===== src/rtl/binary_incrementer.sv =====
// Conditional +1 stage: ripple chain of half adders with y as the LSB carry-in,
// registered so {Cout,z} holds A+y one clock after the operands are sampled.

module binary_incrementer_ha (
    input  logic a,
    input  logic b,
    output logic s,
    output logic c
);
    assign s = a ^ b;
    assign c = a & b;
endmodule

module binary_incrementer #(
    parameter int WIDTH = 4
) (
    input  logic             clk,
    input  logic             rst_n,
    input  logic [WIDTH-1:0] A,
    input  logic             y,
    output logic [WIDTH-1:0] z,
    output logic             Cout
);
    logic [WIDTH-1:0] sum;
    logic             carry_out;

    // Each stage owns its carry signals so the ripple is a chain of distinct
    // nets rather than one self-referencing vector.
    for (genvar i = 0; i < WIDTH; i++) begin : stage
        logic ci;
        logic co;
        if (i == 0) begin : g_lsb
            assign ci = y;
        end else begin : g_rest
            assign ci = stage[i-1].co;
        end
        binary_incrementer_ha u_ha (
            .a (A[i]),
            .b (ci),
            .s (sum[i]),
            .c (co)
        );
    end

    assign carry_out = stage[WIDTH-1].co;

    always_ff @(posedge clk or negedge rst_n) begin
        if (!rst_n) begin
            z    <= '0;
            Cout <= 1'b0;
        end else begin
            z    <= sum;
            Cout <= carry_out;
        end
    end
endmodule


===== config.mk =====
export PLATFORM = sky130hd
export DESIGN_NAME = binary_incrementer
export DESIGN_NICKNAME = d
export VERILOG_FILES = /design/src/rtl/binary_incrementer.sv
export SDC_FILE = /design/constraint.sdc
export NUM_CORES = 1
export LEC_CHECK = 0
export CAP_MARGIN = 20
export CORE_AREA = 2 2 39 41
export CTS_CLUSTER_DIAMETER = 60
export CTS_CLUSTER_SIZE = 40
export DETAILED_ROUTE_END_ITERATION = 16
export DIE_AREA = 0 0 41 43
export PLACE_DENSITY = 0.46
export SLEW_MARGIN = 20
export SYNTH_ARGS = -nofsm -noshare
export SYNTH_HDL_FRONTEND = slang
export SYNTH_HIERARCHICAL = 1
export SYNTH_SLANG_ARGS = --single-unit

===== constraint.sdc =====
create_clock -name clk -period 0.8 [get_ports clk]
set_input_delay 0.2 -clock clk [delete_from_list [all_inputs] [get_ports clk]]
set_output_delay 0.2 -clock clk [all_outputs]
set_load 0.01 [all_outputs]

==> results of run 1 <==
-- power by group through the flow --
stage               clock (mW)  sequential (mW)  combinational [mW]
finish                   0.288            0.279               0.101
global route             0.325            0.281               0.114
CTS                      0.309            0.278              0.0972
detailed placement           0            0.282               0.119
global placement             0            0.282               0.113
floorplan                    0            0.293              0.0211
-- per-layer routing --
layer	GRT usage, %	routed length, um	part of all wire (%)
met2	7.81	178	45
met4	6.00	0	0
met1	4.56	142	36
met5	0	0	0
met3	6.28	79	20
-- state kept, by name, summed over array words and instances, names as in the netlist --
register / flops
Cout: 1
z: 4
-- layout make-up --
class / instances / area share, %
sequential: 5 / 34.0
multi-input combinational: 4 / 27.2
timing repair buffer: 11 / 26.2
clock buffer: 4 / 7.14
tap: 16 / 5.44
-- logic make-up after synthesis --
family / count (synthesis)
flip-flops: 5
adder cells (fa/ha/maj): 4
-- through the flow --
stage,hold slack (ps),area [sq um],std cells
2_1_floorplan,-95.6,225,9
3_3_place_gp,431,355,36
3_5_place_dp,443,355,36
4_1_cts,159,358,40
5_1_grt,161,368,40
6_report,170,368,40
-- how the worst min path moves through the flow --
| stage | from | endpoint | slack (ps) | depth (start not counted) |
|---|---|---|---|---|
| after global placement | rst_n | Cout$_DFF_PN0_ | 430 | 1 |
| after CTS | A[0] | z[0]$_DFF_PN0_ | 160 | 2 |
| after global routing | A[0] | z[0]$_DFF_PN0_ | 160 | 2 |
| final | A[0] | z[0]$_DFF_PN0_ | 170 | 2 |
| after floorplan | rst_n | Cout$_DFF_PN0_ | -100 | 0 |
| after detailed placement | rst_n | Cout$_DFF_PN0_ | 440 | 1 |
-- layout by cell type (no fill, tap or decap) --
| cell type | Yosys | final |
|---|---|---|
| buf_2 | 0 | 4 |
| buf_6 | 0 | 2 |
| buf_8 | 0 | 1 |
| clkbuf_1 | 0 | 1 |
| clkbuf_4 | 0 | 3 |
| clkdlybuf4s15_1 | 0 | 1 |
| clkdlybuf4s50_1 | 0 | 2 |
| dfrtp_1 | 5 | 5 |
| dlygate4sd2_1 | 0 | 1 |
| ha_4 | 0 | 4 |
-- timing repair --
action,4_1_cts,5_1_grt
endpoints found under the hold margin,0,0
resized for setup,33,2
pin swaps,4,0
endpoints found under the setup margin,9,6
==> metrics.yaml, run 1 <==
critical_path:
  critPathBufInv: 1
  cp.depth: 1
  crit_required_ps: 600
  cp_slowest_stage_delay_ps: 360
  arrival_ps: 740
  path_class: "reg2out"
  cp_slowest_cell: "dfrtp_1"
  crit_family: "flip-flops"
  startpoint_type: "flop"
  cp_max_fo: 1
  critPathCaptureType: "output pin"
  path_cells: "buf_2"
  setup.worst_path.start: "Cout$_DFF_PN0_"
  worstSetupEndpoint: "Cout"
pwr:
  p_leak_nw: 0.162
  internal_power_mw: 0.521
  p_clk_share_pct: 43.1
  switchingPower_mw: 0.147
  p_per_area_nw_per_um2: 1820
  vdd_ir_drop_max_mv: 0.706
  design_power_total_mw: 0.668
  seqPwrFrac_pct: 41.8
  switching_share_pct: 22.0
  p_comb_share_pct: 15.1
worst_hold_path:
  hp-class: "in2reg"
cts:
  postCtsSetupBuffers: 0
  cts.path.max_buffers: 2
  cts_tree: "yes"
  clk_pin_slew_ps: 40
  htree_levels: 1
  cts_buffers: 3
  ctsHoldBuffers: 0
  cts.sinks: 5
  root_buffer: "clkbuf_4"
synthesis:
  synthMuxAreaShare_pct: 0
  ys_seq_area_share_pct: 71.4
  yosys-top-cells-area: "dfrtp_1 71%, ha_1 29%"
  synthSimpleGateAreaFrac_pct: 0
  yosys_most_used_dff: "dfrtp_1"
  ys_ff_latch: 5
  synth_compound_area_share_pct: 0
  synth_nets: 20
  synth_top_family_by_area: "adder cells"
  yosysTopAreaCell: "dfrtp_1"
  async_flop_share_pct: 100
  synth_edf_count: 0
  synthAdderAreaFrac_pct: 28.6
  syn-mean-instance-area_sq_um: 19.5
  mappedNetlistArea_sq_um: 175
  synthXorXnorAreaFrac_pct: 0
  synth_top_area_share_pct: 71.4
  synthTopCellsByCount: "5 x dfrtp_1, 4 x ha_1"
  yosysWarningCount: 6
  ys_types: 2
  yosysMostFrequentCell: "dfrtp_1"
  postSynthCellCount: 9
floorplanning:
  fp.dieH_um: 43
  fp.dieW_um: 41
  coreArea_sq_um: 1380
  rows: 14
  dieArea_sq_um: 1760
  pin_count: 12
  start_util_pct: 12.7
timing:
  slew_violations: 0
  min_period_ps: 936
  worst_slew_pin_slew_ps: 228
  finalSetupViolCount: 6
  setup_tns_ps: -663
  rsz0062_at_grt: "yes"
  finalCritPeriodShare_pct: 117
  slew_headroom_pct: 84.8
  worst_slack_ps: -136
  timing.fmax_mhz: 1070
  finalHoldViolations: 0
global_routing:
  antenna_found_initial: 0
  grt_pass1_vias: 162
  grtUsageTotal_pct: 6.05
  grt_max_degree: 6
  grt_pass1_wl_um: 593
  globalRoute.totalOverflow: 0
job:
  drv_cap: 0
cells_and_area:
  nets: 36
  fill_cells: 141
  regArea_sq_um: 125
  syn_to_final_growth_pct: 110
  diodes: 0
  multi_input_area_sq_um: 100
  fin_util_pct: 26.6
  drive_above_1_share_pct: 58.3
place:
  globalplace.congestion: 0.552
  pre_cts_ws_ps: -699
  port_buffers: 11
detailed_routing:
  vias: 136
  wl_per_cell_um: 10.0
  vias_per_cell: 3.40
  drt_wl_total_um: 400
  route.detailed.drc: 0
  ant_nets: 0
  drt_pass1_iterations: 2
  drtIter0Drc: 1
status:
  violations: "setup timing"
  status: "finished with violations"
(Power assumes the default switching activity.)
==> run 2, diff against run 1 <==
--- a/config.mk
+++ b/config.mk
@@ -8,7 +8,7 @@
 export CAP_MARGIN = 20
 export CORE_AREA = 2 2 39 41
 export CTS_CLUSTER_DIAMETER = 60
-export CTS_CLUSTER_SIZE = 40
+export CTS_CLUSTER_SIZE = 30
 export DETAILED_ROUTE_END_ITERATION = 16
 export DIE_AREA = 0 0 41 43
 export PLACE_DENSITY = 0.46
==> results of run 2 <==
The final DEF is identical to that of run 1; final timing and power are the same.
==> run 3, diff against run 2 <==
--- a/config.mk
+++ b/config.mk
@@ -11,6 +11,8 @@
 export CTS_CLUSTER_SIZE = 30
 export DETAILED_ROUTE_END_ITERATION = 16
 export DIE_AREA = 0 0 41 43
+export GPL_TIMING_DRIVEN = 0
+export HOLD_SLACK_MARGIN = 0.08
 export PLACE_DENSITY = 0.46
 export SLEW_MARGIN = 20
 export SYNTH_ARGS = -nofsm -noshare
==> run 3 against run 2 <==
Against the previous run: routed wire length down 3.0%; core utilization down 0.27 points; via count up 3.7%; die area unchanged; global-route usage up 0.40 points; sequential share of layout area up 0.35 points; clock power about the same; critical path type unchanged; maximum frequency up 1.2%; the run still ends with setup timing left.
==> metrics.yaml, run 3 (synthesis results as in run 1) <==
cells_and_area:
  nets: 36
  fin_util_pct: 26.3
  largest_reg_flops: 4
  fin_area_sq_um: 364
  syn_to_final_growth_pct: 108
  drive_above_1_share_pct: 58.3
  top_register: "z"
  largestRegisters: "z x4, Cout x1"
  final_common_cell: "dfrtp_1"
  instances_no_fill: 40
  final_cell_mix: "5 x dfrtp_1, 4 x buf_2, 4 x ha_4, 3 x clkbuf_4, 3 x buf_6"
  diodes: 0
place:
  port_buffers: 11
  pre_cts_ws_ps: -702
  globalplace.congestion: 0.553
  place_area_sq_um: 355
  place_inst: 36
timing:
  finalCritPeriodShare_pct: 116
  rsz0062_at_grt: "yes"
  worst_slew_pin_slew_ps: 221
  min_period_ps: 925
  slew_violations: 0
  timing.fmax_mhz: 1080
  finalSetupViolCount: 6
  slew_headroom_pct: 85.2
  hold-worst-slack_ps: 178
  setup_tns_ps: -623
  finalHoldViolations: 0
  worst_slack_ps: -125
global_routing:
  grt_pass1_vias: 168
  globalRoute.totalOverflow: 0
  grtUsageTotal_pct: 6.45
  antenna_found_initial: 0
  grt_max_degree: 6
  grt_pass1_wl_um: 627
pwr:
  vdd_ir_drop_max_mv: 0.788
  p_per_area_nw_per_um2: 1830
  design_power_total_mw: 0.665
  p_leak_nw: 0.160
critical_path:
  cp_slowest_cell: "dfrtp_1"
  startpoint_type: "flop"
  cp_max_fo: 1
  critPathCaptureType: "output pin"
  cp_slowest_stage_delay_ps: 350
  crit_required_ps: 600
  path_class: "reg2out"
  arrival_ps: 720
  critPathBufInv: 1
  path_cells: "buf_2"
  crit_family: "flip-flops"
floorplanning:
  coreArea_sq_um: 1380
  start_util_pct: 12.7
  pin_count: 12
  rows: 14
  fp.dieH_um: 43
  dieArea_sq_um: 1760
  fp.dieW_um: 41
detailed_routing:
  drt_wl_total_um: 388
  vias: 141
  route.detailed.drc: 0
  ant_nets: 0
  drt_pass1_iterations: 2
  vias_per_cell: 3.53
  drtIter0Drc: 1
  wl_per_cell_um: 9.70
cts:
  cts.path.max_buffers: 2
  cts_tree: "yes"
  htree_levels: 1
  root_buffer: "clkbuf_4"
  clk_pin_slew_ps: 40
  postCtsSetupBuffers: 0
  cts.sinks: 5
  cts_buffers: 3
worst_hold_path:
  hp-class: "in2async"
status:
  violations: "setup timing"
  status: "finished with violations"
job:
  drv_cap: 0
[run 3: cell type report]
type / instances / area [sq um]
clock buffer: 4 / 26.3
fill: 146 / 1020
multi-input combinational: 4 / 100
sequential: 5 / 125
tap: 16 / 20.0
timing repair buffer: 11 / 92.6
[run 3: repair_timing]
item	CTS	global route
hold buffers	0	0
pin swaps	4	0
resized for setup	33	1
setup endpoints to repair	9	6
cloned	0	0
[run 3: how the worst max path moves through the flow]
stage / from / to / slack (ps) / cells after the start
floorplan: A[0] / z[3]$_DFF_PN0_ / -190 / 4
global placement: A[0] / z[3]$_DFF_PN0_ / -670 / 5
detailed placement: A[0] / z[3]$_DFF_PN0_ / -700 / 5
CTS: z[1]$_DFF_PN0_ / z[1] / -140 / 1
global route: z[1]$_DFF_PN0_ / z[1] / -160 / 1
finish: z[1]$_DFF_PN0_ / z[1] / -120 / 1
[run 3: routing by layer]
layer | share of wire (%) | GRT usage [%] | wire (um)
met3 | 32 | 11.5 | 124
met1 | 23 | 4.56 | 90
met2 | 42 | 7.81 | 164
met5 | 0 | 0 | 0
met4 | 2.3 | 2.00 | 9
[run 3: where the power goes]
| group | leakage [nW] | switching [mW] | internal (mW) |
|---|---|---|---|
| registers | 0.0605 | 0.00518 | 0.273 |
| clock network | 0.0150 | 0.0974 | 0.188 |
| logic | 0.0848 | 0.0425 | 0.0587 |
| total | 0.160 | 0.145 | 0.520 |
